<file path="src/rtl/shift_seq_ctrl_pkg.sv">
// Shared types and defaults for the multi-cycle shift sequencer.
// Holds the op encodings, FSM state encoding and datapath width defaults.
package shift_seq_ctrl_pkg;

    localparam int DEF_WIDTH   = 32;
    localparam int DEF_SHAMT_W = 5;

    typedef enum logic [1:0] {
        OP_SLL = 2'b00,
        OP_SRL = 2'b01,
        OP_SRA = 2'b10,
        OP_RSV = 2'b11
    } op_e;

    typedef enum logic [1:0] {
        IDLE  = 2'b00,
        SHIFT = 2'b01,
        DONE  = 2'b10
    } state_t;

endpackage

</file>
<file path="src/rtl/shift_seq_ctrl_if.sv">
// Request/response bundle between decoder/control and the shift sequencer.
// The handshake is start/busy/done. start_i is sampled only while the sequencer is idle.
// busy_o is high while shifting. done_o pulses for one cycle, and data_o then holds
// until the next completion.
interface shift_seq_ctrl_if #(
    parameter int WIDTH   = 32,
    parameter int SHAMT_W = 5
);
    logic               start_i;
    logic [1:0]         op_i;
    logic [SHAMT_W-1:0] shamt_i;
    logic [WIDTH-1:0]   data_i;
    logic               busy_o;
    logic               done_o;
    logic [WIDTH-1:0]   data_o;

    modport master (
        output start_i, op_i, shamt_i, data_i,
        input  busy_o, done_o, data_o
    );

    modport slave (
        input  start_i, op_i, shamt_i, data_i,
        output busy_o, done_o, data_o
    );
endinterface

</file>
<file path="src/rtl/shift_seq_ctrl_step.sv">
// Combinational single step of the sequencer: shift by 1 or 2 with op-specific fill.
// The reserved op passes the operand through unchanged.
module shift_step_unit
    import shift_seq_ctrl_pkg::*;
#(
    parameter int WIDTH = DEF_WIDTH
) (
    input  logic [WIDTH-1:0] operand_i,
    input  op_e              op_i,
    input  logic             step_two_i,
    output logic [WIDTH-1:0] result_o
);

    logic sign;
    assign sign = operand_i[WIDTH-1];

    always_comb begin
        result_o = operand_i;
        case (op_i)
            OP_SLL: result_o = step_two_i ? {operand_i[WIDTH-3:0], 2'b00}
                                          : {operand_i[WIDTH-2:0], 1'b0};
            OP_SRL: result_o = step_two_i ? {2'b00, operand_i[WIDTH-1:2]}
                                          : {1'b0, operand_i[WIDTH-1:1]};
            // Sign fills both vacated bits of a 2-bit step.
            OP_SRA: result_o = step_two_i ? {{2{sign}}, operand_i[WIDTH-1:2]}
                                          : {sign, operand_i[WIDTH-1:1]};
            default: result_o = operand_i;
        endcase
    end

endmodule

</file>
<file path="src/rtl/shift_seq_ctrl.sv">
// Shift sequencer controller: owns the FSM, the remaining-count counter, the operand
// register and the result register. It applies one shift_step_unit step per cycle.
module shift_seq_ctrl
    import shift_seq_ctrl_pkg::*;
#(
    parameter int WIDTH   = DEF_WIDTH,
    parameter int SHAMT_W = DEF_SHAMT_W
) (
    input  logic                clk_i,
    input  logic                rst_i,
    shift_seq_ctrl_if.slave     bus,
    output state_t              state_o
);

    state_t             state_q, state_d;
    logic [SHAMT_W-1:0] rem_q, rem_d;
    logic [WIDTH-1:0]   opnd_q, opnd_d;
    op_e                op_q, op_d;
    logic [WIDTH-1:0]   data_o_q, data_o_d;

    logic               step_two;
    logic [WIDTH-1:0]   step_out;
    logic [SHAMT_W-1:0] rem_next;

    assign step_two = (rem_q >= SHAMT_W'(2));
    assign rem_next = rem_q - (step_two ? SHAMT_W'(2) : SHAMT_W'(1));

    shift_step_unit #(.WIDTH(WIDTH)) u_step (
        .operand_i  (opnd_q),
        .op_i       (op_q),
        .step_two_i (step_two),
        .result_o   (step_out)
    );

    always_ff @(posedge clk_i or negedge rst_i) begin
        if (!rst_i) begin
            state_q  <= IDLE;
            rem_q    <= '0;
            opnd_q   <= '0;
            op_q     <= OP_SLL;
            data_o_q <= '0;
        end else begin
            state_q  <= state_d;
            rem_q    <= rem_d;
            opnd_q   <= opnd_d;
            op_q     <= op_d;
            data_o_q <= data_o_d;
        end
    end

    always_comb begin
        state_d  = state_q;
        rem_d    = rem_q;
        opnd_d   = opnd_q;
        op_d     = op_q;
        data_o_d = data_o_q;
        case (state_q)
            IDLE: begin
                if (bus.start_i) begin
                    opnd_d = bus.data_i;
                    op_d   = op_e'(bus.op_i);
                    if (bus.shamt_i == '0 || op_e'(bus.op_i) == OP_RSV) begin
                        rem_d    = '0;
                        data_o_d = bus.data_i;
                        state_d  = DONE;
                    end else begin
                        rem_d   = bus.shamt_i;
                        state_d = SHIFT;
                    end
                end
            end
            SHIFT: begin
                opnd_d = step_out;
                rem_d  = rem_next;
                if (rem_next == '0) begin
                    data_o_d = step_out;
                    state_d  = DONE;
                end
            end
            DONE:    state_d = IDLE;
            default: state_d = IDLE;
        endcase
    end

    assign bus.busy_o = (state_q == SHIFT);
    assign bus.done_o = (state_q == DONE);
    assign bus.data_o = data_o_q;
    assign state_o    = state_q;

endmodule

</file>
<file path="src/flat_wrapper.sv">
// flat-port wrapper written by rule: the top's interface ports become plain ports
module shift_seq_ctrl_flat import shift_seq_ctrl_pkg::*;
#(
    parameter int WIDTH   = DEF_WIDTH,
    parameter int SHAMT_W = DEF_SHAMT_W
)
  (clk_i, rst_i, state_o, bus_start_i, bus_op_i, bus_shamt_i, bus_data_i, bus_busy_o, bus_done_o, bus_data_o);
  shift_seq_ctrl_if #(.WIDTH(WIDTH), .SHAMT_W(SHAMT_W)) bus_i ();
  input  logic clk_i;
  input  logic rst_i;
  output state_t state_o;
  input wire logic [$bits(bus_i.start_i)-1:0] bus_start_i;
  input wire logic [$bits(bus_i.op_i)-1:0] bus_op_i;
  input wire logic [$bits(bus_i.shamt_i)-1:0] bus_shamt_i;
  input wire logic [$bits(bus_i.data_i)-1:0] bus_data_i;
  output wire logic [$bits(bus_i.busy_o)-1:0] bus_busy_o;
  output wire logic [$bits(bus_i.done_o)-1:0] bus_done_o;
  output wire logic [$bits(bus_i.data_o)-1:0] bus_data_o;
  assign bus_i.start_i = bus_start_i;
  assign bus_i.op_i = bus_op_i;
  assign bus_i.shamt_i = bus_shamt_i;
  assign bus_i.data_i = bus_data_i;
  assign bus_busy_o = bus_i.busy_o;
  assign bus_done_o = bus_i.done_o;
  assign bus_data_o = bus_i.data_o;
  shift_seq_ctrl #(.WIDTH(WIDTH), .SHAMT_W(SHAMT_W)) u_core (.clk_i(clk_i), .rst_i(rst_i), .bus(bus_i), .state_o(state_o));
endmodule
</file>
<file path="config.mk">
export PLATFORM = sky130hd
export DESIGN_NAME = shift_seq_ctrl_flat
export DESIGN_NICKNAME = d
export VERILOG_FILES = /design/src/rtl/shift_seq_ctrl_pkg.sv /design/src/rtl/shift_seq_ctrl_if.sv /design/src/rtl/shift_seq_ctrl_step.sv /design/src/rtl/shift_seq_ctrl.sv /design/src/flat_wrapper.sv
export SDC_FILE = /design/constraint.sdc
export NUM_CORES = 1
export LEC_CHECK = 0
export BUFFER_PORTS_ARGS = -buffer_cell sky130_fd_sc_hd__buf_2
export CORE_ASPECT_RATIO = 0.9
export CORE_UTILIZATION = 56
export DETAILED_ROUTE_END_ITERATION = 10
export HOLD_SLACK_MARGIN = 0.02
export PLACE_DENSITY = 0.81
export SYNTH_ARGS = -nofsm -noshare
export SYNTH_HDL_FRONTEND = slang
export SYNTH_SLANG_ARGS = --single-unit
</file>
<file path="constraint.sdc">
create_clock -name clk_i -period 4 [get_ports clk_i]
set_input_delay 1.2 -clock clk_i [delete_from_list [all_inputs] [get_ports clk_i]]
set_output_delay 1.2 -clock clk_i [all_outputs]
set_load 0.02 [all_outputs]
</file>
==> impl_results.md <==
- CTS sink cnt: 73
- PortBufs: 77
- Htree depth: 3
- Die ar.: between 8000 and 9000 um^2
- Min-delay src: u_core.bus.data_o[26]$_DFFE_PN0P_
- CP startpoint: u_core.rem_q[1]$_DFFE_PN0P_
- Max stage delay cell, worst path: o2bb2ai_4
- Reg2reg path depth: 9
- Drt total wl: 10,300 um
- Total CTS buffers: 9
- Maxcap violations: 0
- Delay-heaviest family, CP: compound AO/OA/AOI/OAI gates
- Status: completed
- CTS tree: yes
- Core ar.: slightly above 7000 um^2
- Nets@finish: 607
- Met3 WL: ~830 um
- EDFF count, synth: 0
- Post-route ant nets: 0
- Total GRT Usage: 0.281
- WS Path Type: flip-flop to flip-flop
- Post-CTS Resized: 0
- DRT met1 WL: approximately 4600 um
- Synthesized area: 4280 um^2
- Post-synth cell types: 49
- Row count: 29
- Latest clock arrival within the worst-skew pair: roughly 350 ps
- Leak Pwr: between 2 and 2.5 nW
- Synth warn: 0
- Reg clk slew, reported paths: around 70 ps
- Bufs and invs on worst path: 3
- Worst-margin pin slew: just over 1000 ps
- Setup crit start kind: flip-flop
- Sequential fraction of the synthesis area: 0.427
- Drt first pass iters: 5
- Clock Path Buffers: 2
- Initial Utilization: 0.593
- Reg2reg start: u_core.rem_q[1]$_DFFE_PN0P_
- Met2 WL: 4770 um
- Worst VDD drop: 0.000466 V
- Seq cells post-synth: 73
- CTS Hold Bufs: 0
- Worst min-delay path class: flip-flop to flip-flop
- Die Ht: about 85 um
- Util after Layout: 0.676
- Largest net degree at the start of global routing: between 70 and 80
- Critical path, cell by cell: nor4_4, buf_4, ha_1, inv_1, o21ai_0, a31o_1, o2bb2ai_4, buf_4, mux2i_1
- Postcts setup bufs: 0
- Top Metal Used: met4
- Gr ovfl total: 0
- PnR Total Power: about 5.3 mW
- Achievable Freq: 319 MHz
- First-pass GRT wire length: 17,500 um
- Post-Syn Area per Cell: between 8 and 9 um^2
- Placed Cells: 644
- Area grow syn2layout: 14.0%
- Syn Nets: approximately 550
- Cell Count, Final, Fillers Out: 660
- CP max stage delay: around 470 ps
- Diode count: 0
- Filler cells: between 600 and 700
- R2R Setup Slk: ~860 ps
- DP HPWL: 7040 um
- Slew Limit Fails: 0
- Hold Fails Final Rpt: 0
- Final Setup Violations: 0
- Worst Path Max Fanout: 37
- FF-to-FF End: u_core.bus.data_o[4]$_DFFE_PN0P_
- CP endpoint kind: flip-flop
- Most used cell, CP: buf_4
- Minimum clock period: approximately 3100 ps
- Final period util: 0.784
- Horiz. Die Dim: around 94 um
- Share of layout cells above drive strength 1: 0.208
- Final GP Congestion: approximately 0.83
- Clock Skews: approximately 6.6 ps
- Slew HR: 0.321
- Main synth FF type: dfrtp_1
- Ys async rst share: 1.00
- Worst Hold Endpoint: u_core.bus.data_o[26]$_DFFE_PN0P_
- Power per Cell Area: between 1000 and 1500 nW/um^2
- DRC: 0
- Root buf cell: clkbuf_8
- Worst Hold Depth: 1
- Detail-routed via count per cell: approximately 5.9
- 1st-iter DRT viols: around 320
- Routed vias: 3,924
- Initial antenna violation count: 0
- WP data required: ~4300 ps
- Mapped Cells: 500
- Critical Path AT: 3410 ps
- Unrepaired setup endpoints after global routing: false
- Top Ports: between 70 and 80
- Vias in the first global route: about 3,700
- Final setup TNS: 0 ps
- Drt wl/cell: 15.6 um
-- state kept, by name, indices dropped and copies added (netlist names) --
name	count
u_core.bus.data_o	32
u_core.rem_q	5
u_core.op_q	2
u_core.opnd_q	32
u_core.state_o	2
-- worst reg2reg max path, delay by kind of cell (launching register included) --
kind	cells	cell delay, ps
AO/OA/AOI/OAI	3	1040
adder cells (fa/ha/maj)	1	210
buffers and inverters	3	820
flip-flops	1	430
multiplexers	1	210
AND/OR/NAND/NOR	1	360
-- synth_stat cells, types with 2 or more instances --
| cell type | count | share of area |
|---|---|---|
| nand2_1 | 121 | 0.11 |
| dfrtp_1 | 73 | 0.43 |
| a21oi_1 | 58 | 0.068 |
| inv_1 | 35 | 0.031 |
| mux2i_1 | 32 | 0.075 |
| o21ai_0 | 26 | 0.030 |
| o32ai_1 | 14 | 0.029 |
| buf_2 | 13 | 0.015 |
| clkbuf_1 | 12 | 0.011 |
| nand3_1 | 11 | 0.013 |
| mux2_2 | 10 | 0.026 |
| o21ai_1 | 9 | 0.011 |
| nor2_1 | 8 | 0.0070 |
| o22ai_1 | 7 | 0.010 |
| nor3_1 | 5 | 0.0058 |
| o221ai_1 | 5 | 0.010 |
| a221oi_1 | 4 | 0.0082 |
| buf_1 | 4 | 0.0035 |
| nand2b_1 | 4 | 0.0058 |
| o32a_1 | 4 | 0.0093 |
| a211oi_1 | 3 | 0.0053 |
| a22o_1 | 3 | 0.0061 |
| a22oi_1 | 3 | 0.0053 |
| buf_4 | 3 | 0.0053 |
| buf_6 | 3 | 0.0079 |
| ha_1 | 2 | 0.0058 |
| inv_2 | 2 | 0.0018 |
| mux2_4 | 2 | 0.0070 |
| nor2b_1 | 2 | 0.0029 |
| o2111ai_1 | 2 | 0.0041 |
| o211ai_1 | 2 | 0.0035 |
-- worst max-delay path by stage --
stage | to | slack [ps] | depth (start not counted)
global placement | u_core.bus.data_o[2]$_DFFE_PN0P_ | 940 | 6
floorplan | u_core.bus.data_o[20]$_DFFE_PN0P_ | 1180 | 11
finish | u_core.bus.data_o[4]$_DFFE_PN0P_ | 860 | 9
CTS | u_core.bus.data_o[0]$_DFFE_PN0P_ | 850 | 8
detailed placement | u_core.bus.data_o[2]$_DFFE_PN0P_ | 850 | 6
global route | u_core.bus.data_o[2]$_DFFE_PN0P_ | 620 | 9
-- metal layers --
metal / global-route usage / vias up
li1: - / 1884
met1: 0.387 / 1819
met2: 0.432 / 203
met3: 0.0582 / 18
met4: 0.116 / 0
met5: 0 / -
-- cells by family after synthesis --
logic type | count (synthesis) | share of synthesized area
flops | 73 | 0.427
xor+xnor | 2 | 0.00584
compound gates | 148 | 0.218
simple gates | 158 | 0.157
fa+ha+maj | 3 | 0.0105
buf+inv | 72 | 0.0748
mux | 44 | 0.108
-- power breakdown --
group / internal [mW] / leakage, nW / total (mW) / switching, mW
Clock: 0.304 / 0.0974 / 0.575 / 0.271
Sequential: 1.15 / 0.866 / 1.51 / 0.353
Combinational: 1.25 / 1.25 / 3.20 / 1.95
Total: 2.71 / 2.21 / 5.28 / 2.58
-- area by class of cell --
cell class / instances / area, um^2 / area share
flip-flops and latches: 73 / 1830 / 0.374
well taps: 93 / 116 / 0.0238
multi-input cells: 355 / 2160 / 0.442
repair buffers: 86 / 453 / 0.0927
clock buffers: 13 / 149 / 0.0305
clock inverters: 3 / 40.0 / 0.00820
inverters: 37 / 139 / 0.0284
-- per-stage QoR --
step / hold WS, ps / setup WS, ps / area, um^2
after global routing: 529 / 616 / 4880
after floorplan: 484 / 1180 / 4280
after global placement: 492 / 936 / 4690
after CTS: 518 / 846 / 4880
after detailed placement: 488 / 854 / 4690
final: 510 / 864 / 4880
-- cell usage in the layout, fill, tap and decap left out, drive strengths merged, types with 2 or more instances in the layout --
master / n
nor4: 2
o22ai: 7
inv: 37
o21ai: 35
xnor2: 2
o211ai: 2
dfrtp: 73
mux2i: 32
clkbuf: 13
a22o: 3
ha: 2
nor3: 5
clkinv: 2
nand3: 11
a22oi: 3
nand2b: 4
o221ai: 5
nor2: 8
nand2: 121
o2bb2ai: 2
a211oi: 3
o32a: 4
nor2b: 3
o2111ai: 2
a221oi: 4
mux2: 12
a21oi: 58
o32ai: 14
buf: 86
Power figures use the tool's default switching activity.
